<file path="config.mk">
export PLATFORM = sky130hd
export DESIGN_NAME = image_serializer
export DESIGN_NICKNAME = d
export VERILOG_FILES = /design/src/rtl/image_serializer.sv
export SDC_FILE = /design/constraint.sdc
export NUM_CORES = 1
export LEC_CHECK = 0
export CAP_MARGIN = 20
export CELL_PAD_IN_SITES_DETAIL_PLACEMENT = 1
export CELL_PAD_IN_SITES_GLOBAL_PLACEMENT = 1
export CORE_ASPECT_RATIO = 0.6
export CORE_MARGIN = 5
export CORE_UTILIZATION = 40
export DETAILED_ROUTE_END_ITERATION = 6
export HOLD_SLACK_MARGIN = 0.03
export PLACE_DENSITY_LB_ADDON = 0.1
export SLEW_MARGIN = 30
export SYNTH_ARGS = -nofsm -noshare
export SYNTH_HDL_FRONTEND = slang
export SYNTH_SLANG_ARGS = --single-unit
</file>
<file path="constraint.sdc">
create_clock -name clk -period 2.4 [get_ports clk]
set_input_delay 0.24 -clock clk [delete_from_list [all_inputs] [get_ports clk]]
set_output_delay 0.24 -clock clk [all_outputs]
set_load 0.02 [all_outputs]
</file>
<file path="src/rtl/image_serializer.sv">
// Frame-to-stream serializer: captures one DEPTH-bit frame and emits it as 32-bit
// words on a valid/ready master port, most significant word first.
module image_serializer #(
    parameter int DEPTH  = 128,
    parameter int WORD_W = 32
) (
    input  logic              clk,
    input  logic              rst_n,
    input  logic              in_collision_state,
    input  logic              frame_valid,
    input  logic [DEPTH-1:0]  frame_data,
    output logic              frame_ready,
    output logic [WORD_W-1:0] m_tdata,
    output logic              m_tvalid,
    input  logic              m_tready,
    output logic              m_tlast,
    output logic              busy,
    output logic              frame_done,
    output logic [15:0]       frames_sent
);

    localparam int NUM_WORDS = DEPTH / WORD_W;
    localparam int CNT_W     = $clog2(NUM_WORDS) + 1;
    localparam logic [CNT_W-1:0] LAST_IDX = CNT_W'(NUM_WORDS - 1);

    typedef enum logic {
        IDLE = 1'b0,
        SEND = 1'b1
    } state_t;

    state_t             state_q, state_d;
    logic [DEPTH-1:0]   shreg_q, shreg_d;
    logic [CNT_W-1:0]   word_cnt_q, word_cnt_d;
    logic [15:0]        frames_sent_q, frames_sent_d;
    logic               frame_done_q, frame_done_d;
    logic               last_word;

    always_ff @(posedge clk or negedge rst_n) begin
        if (!rst_n) begin
            state_q       <= IDLE;
            shreg_q       <= '0;
            word_cnt_q    <= '0;
            frames_sent_q <= '0;
            frame_done_q  <= 1'b0;
        end else begin
            state_q       <= state_d;
            shreg_q       <= shreg_d;
            word_cnt_q    <= word_cnt_d;
            frames_sent_q <= frames_sent_d;
            frame_done_q  <= frame_done_d;
        end
    end

    // rst_n is folded in so no frame can be offered while reset is held.
    assign frame_ready = rst_n && (state_q == IDLE) && !in_collision_state;
    assign last_word   = (word_cnt_q == LAST_IDX);

    always_comb begin
        state_d       = state_q;
        shreg_d       = shreg_q;
        word_cnt_d    = word_cnt_q;
        frames_sent_d = frames_sent_q;
        frame_done_d  = 1'b0;
        case (state_q)
            IDLE: begin
                if (frame_valid && frame_ready) begin
                    shreg_d    = frame_data;
                    word_cnt_d = '0;
                    state_d    = SEND;
                end
            end
            SEND: begin
                if (m_tready) begin
                    shreg_d    = shreg_q << WORD_W;
                    word_cnt_d = word_cnt_q + CNT_W'(1);
                    if (last_word) begin
                        state_d       = IDLE;
                        frame_done_d  = 1'b1;
                        frames_sent_d = frames_sent_q + 16'd1;
                    end
                end
            end
            default: state_d = IDLE;
        endcase
    end

    assign m_tvalid    = (state_q == SEND);
    assign busy        = (state_q == SEND);
    assign m_tlast     = (state_q == SEND) && last_word;
    assign m_tdata     = shreg_q[DEPTH-1 -: WORD_W];
    assign frame_done  = frame_done_q;
    assign frames_sent = frames_sent_q;

endmodule
</file>
==> results by group <==
STA
  • Final setup margin: around 0.17 ns
  • Final hold violation count: 2
  • Setup Skew: 0.0101 ns
  • Crit share post-route: about 93%
  • Setup violators final: 0
  • Relative slew slack: 46.4%
  • Max frequency: 448 MHz
  • Worst slew pin tran: 0.804 ns
  • Pins Over Slew Limit: 0
  • Hold_ws: -0.00117 ns
  • Final setup TNS: 0 ns
  • RSZ-0062 raised after global routing: no
  • Fin crit period: 2.23 ns

Worst setup path
  • Worst Setup EP: m_tlast
  • Critical R2R Capture: frames_sent[13]$_DFFE_PN0P_
  • Worst path required time: ~2.2 ns
  • Critical path type: reg -> out
  • Critical Path Start Type: flip-flop
  • Crit path max fanout: 4
  • WP data arrival: 1.99 ns
  • Worst Reg-to-Reg Cells: 7
  • RR Startpoint: word_cnt_q[0]$_DFFE_PN0P_
  • R2R setup slack: 0.32 ns
  • Crit. End Element: primary output
  • Critical Path Source: word_cnt_q[0]$_DFFE_PN0P_

Global route
  • Gr ovfl total: 0
  • Initial antenna violation count: 2
  • GRT Util Overall: 19.4%
  • First-pass GRT wire length: approximately 29 mm
  • Vias in the first global route: 5417
  • Pin count of the biggest net entering global routing: 150

Logic synthesis
  • Post-Syn Area: around 6700 µm²
  • Register bit total from synthesis: roughly 150
  • Mean post-synth cell area: 11.1 µm²
  • Cell variety after synth: 26
  • Leading area contributor after synthesis: dfrtp_1
  • Simple logic cell fraction of the synthesized area: 8.04%
  • Mux cell area share after synthesis: 14.4%
  • Sequential share of the synthesized area: 55.7%
  • Synth Area in Compound Gates: 12.0%
  • Synth top area cells: dfrtp_1 (56%), mux2i_1 (14%), nand2_1 (6.2%)
  • Mapped Cells: 603
  • Post-synthesis xor/xnor area fraction: 1.96%
  • Yosys top cell area share: 55.7%
  • Syn_nets: 739
  • Main combinational cell family by area after synthesis: multiplexers
  • Synth Warn #: 0
  • Synth Area in Adders: 0.561%

Final layout
  • Syn-to-layout area delta: 35.8%
  • Storage cell area: roughly 3700 µm²
  • Fraction of layout instances using a drive strength above 1: between 5 and 6%
  • # fillers: around 1700
  • Area occupied by multi-input gates: 2480 µm²
  • Nets: 880
  • Ant. Diodes: 0

Floorplanning
  • FP Rows: 36
  • I/O Pins: 186
  • Initial Utilization: between 40% and 50%
  • Die Ht: 110 µm
  • CORE AREA: 16300 µm²
  • DIE WIDTH: 177 µm
  • Total die area: 19500 µm²

CTS
  • Post-CTS sizing: 0
  • # clock sinks: 149
  • Clk buf depth: 2
  • H-tree lvl count: 4
  • Worst-skew pair later-pin latency: 0.42 ns
  • Post-CTS Setup Bufs: 0
  • CTS buffer count: 17
  • CTS tree: done
  • Hold buffers post-CTS: 0
  • Clk pin slew, worst setup/hold paths: 0.06 ns
  • Root buffer cell: clkbuf_16

Power
  • PD cells: 1140 nW/µm²
  • Overall power: 0.0104 W
  • Worst vdd ir: 0.000467 V
  • Static Leak: 4.17 nW

Drt
  • Drt first pass iters: 5
  • Post-route ant nets: 0
  • Vias per cell: between 4 and 5
  • Average wire per standard cell: 18.5 µm
  • Residual DRC: 0
  • Drt initial violations: 307
  • Final WL: between 15 and 20 mm
  • Vias: around 5000

Placed design
  • Setup WS pre-CTS: 0.259 ns
  • Final GP Congestion: just over 0.8
  • PortBufs: roughly 190
  • Hpwl dp: 12.8 mm

Run status
  • Failing checks: hold timing
  • Status: finished, violations left

Min path
  • Worst hold path class: in -> async

Run
  • Total of max-cap violations: 0
## worst min-delay path by stage
| stage | start | cells after the start | slack [ns] | to |
|---|---|---|---|---|
| 3_3_place_gp | shreg_q[99]$_DFFE_PN0P_ | 2 | 0.46 | shreg_q[99]$_DFFE_PN0P_ |
| 2_1_floorplan | rst_n | 0 | -0.06 | busy$_DFF_PN0_ |
| 5_1_grt | rst_n | 2 | 0.08 | shreg_q[103]$_DFFE_PN0P_ |
| 4_1_cts | rst_n | 2 | 0.05 | shreg_q[104]$_DFFE_PN0P_ |
| 6_report | rst_n | 2 | -0.001 | shreg_q[23]$_DFFE_PN0P_ |
| 3_5_place_dp | shreg_q[116]$_DFFE_PN0P_ | 2 | 0.47 | shreg_q[116]$_DFFE_PN0P_ |
## final cells by class
cell class | count | share of cell area (%)
sequential | 149 | 41.1
multi-input combinational | 378 | 27.3
timing repair buffer | 195 | 21.9
clock buffer | 20 | 4.81
tap | 228 | 3.14
clock inverter | 12 | 1.61
inverter | 3 | 0.124
## synth_stat cells, drive strengths merged
library cell	n
or2	1
xnor2	12
dfrtp	149
nand2	110
a21o	1
ha	3
nand3	5
nor2	3
nor4	2
nand4	6
nor4bb	1
clkbuf	17
and2	1
a22o	32
mux2i	96
inv	3
xor2	3
nor3b	1
o22ai	1
a21oi	1
buf	56
o21ai	98
and4	1
## flip-flops by register name, indices dropped and copies added (netlist names)
name         flops
word_cnt_q       3
frames_sent     16
shreg_q        128
busy             1
frame_done       1
## metrics by stage
step,util [%],instance area [µm²],std cells
2_1_floorplan,-,6690,603
3_3_place_gp,52.1,8500,953
3_5_place_dp,52.1,8500,953
4_1_cts,55.7,9090,985
5_1_grt,55.7,9090,985
6_report,55.7,9090,985
## logic make-up after synthesis
group           count (synthesis)
simple gates                  131
buf+inv                        76
fa+ha+maj                       3
flops                         149
xor+xnor                       15
compound gates                133
mux                            96
## critical path, stage by stage (launching register included)
cell	delay, ns
dfrtp_1	0.40
ha_1	0.21
ha_1	0.25
and2_1	0.19
clkdlybuf4s50_1	0.54
## where the power goes
| group | switching [W] | leakage, nW | internal, W |
|---|---|---|---|
| clock | 0.00111 | 0.274 | 0.00155 |
| combinational | 0.00204 | 1.95 | 0.00178 |
| sequential | 0.000525 | 1.94 | 0.00337 |
## placed cells by master (no fill, tap or decap), types with 5 or more instances in the layout
cell type          n
a22o_1            32
buf_12             5
buf_4              5
clkbuf_16         17
clkdlybuf4s50_1  184
dfrtp_1          148
mux2i_1           96
nand2_1          110
nand3_1            5
nand4_1            6
o21ai_0           48
o21ai_1           50
xnor2_1           12
## per-layer routing
metal | global-route usage, % | part of all wire (%) | vias up
li1 | - | - | 2338
met1 | 26.4 | 46 | 2408
met2 | 29.9 | 45 | 129
met3 | 7.70 | 8.0 | 13
met4 | 3.86 | 0.81 | 4
met5 | 0 | 0.15 | -
(Power assumes the default switching activity.)
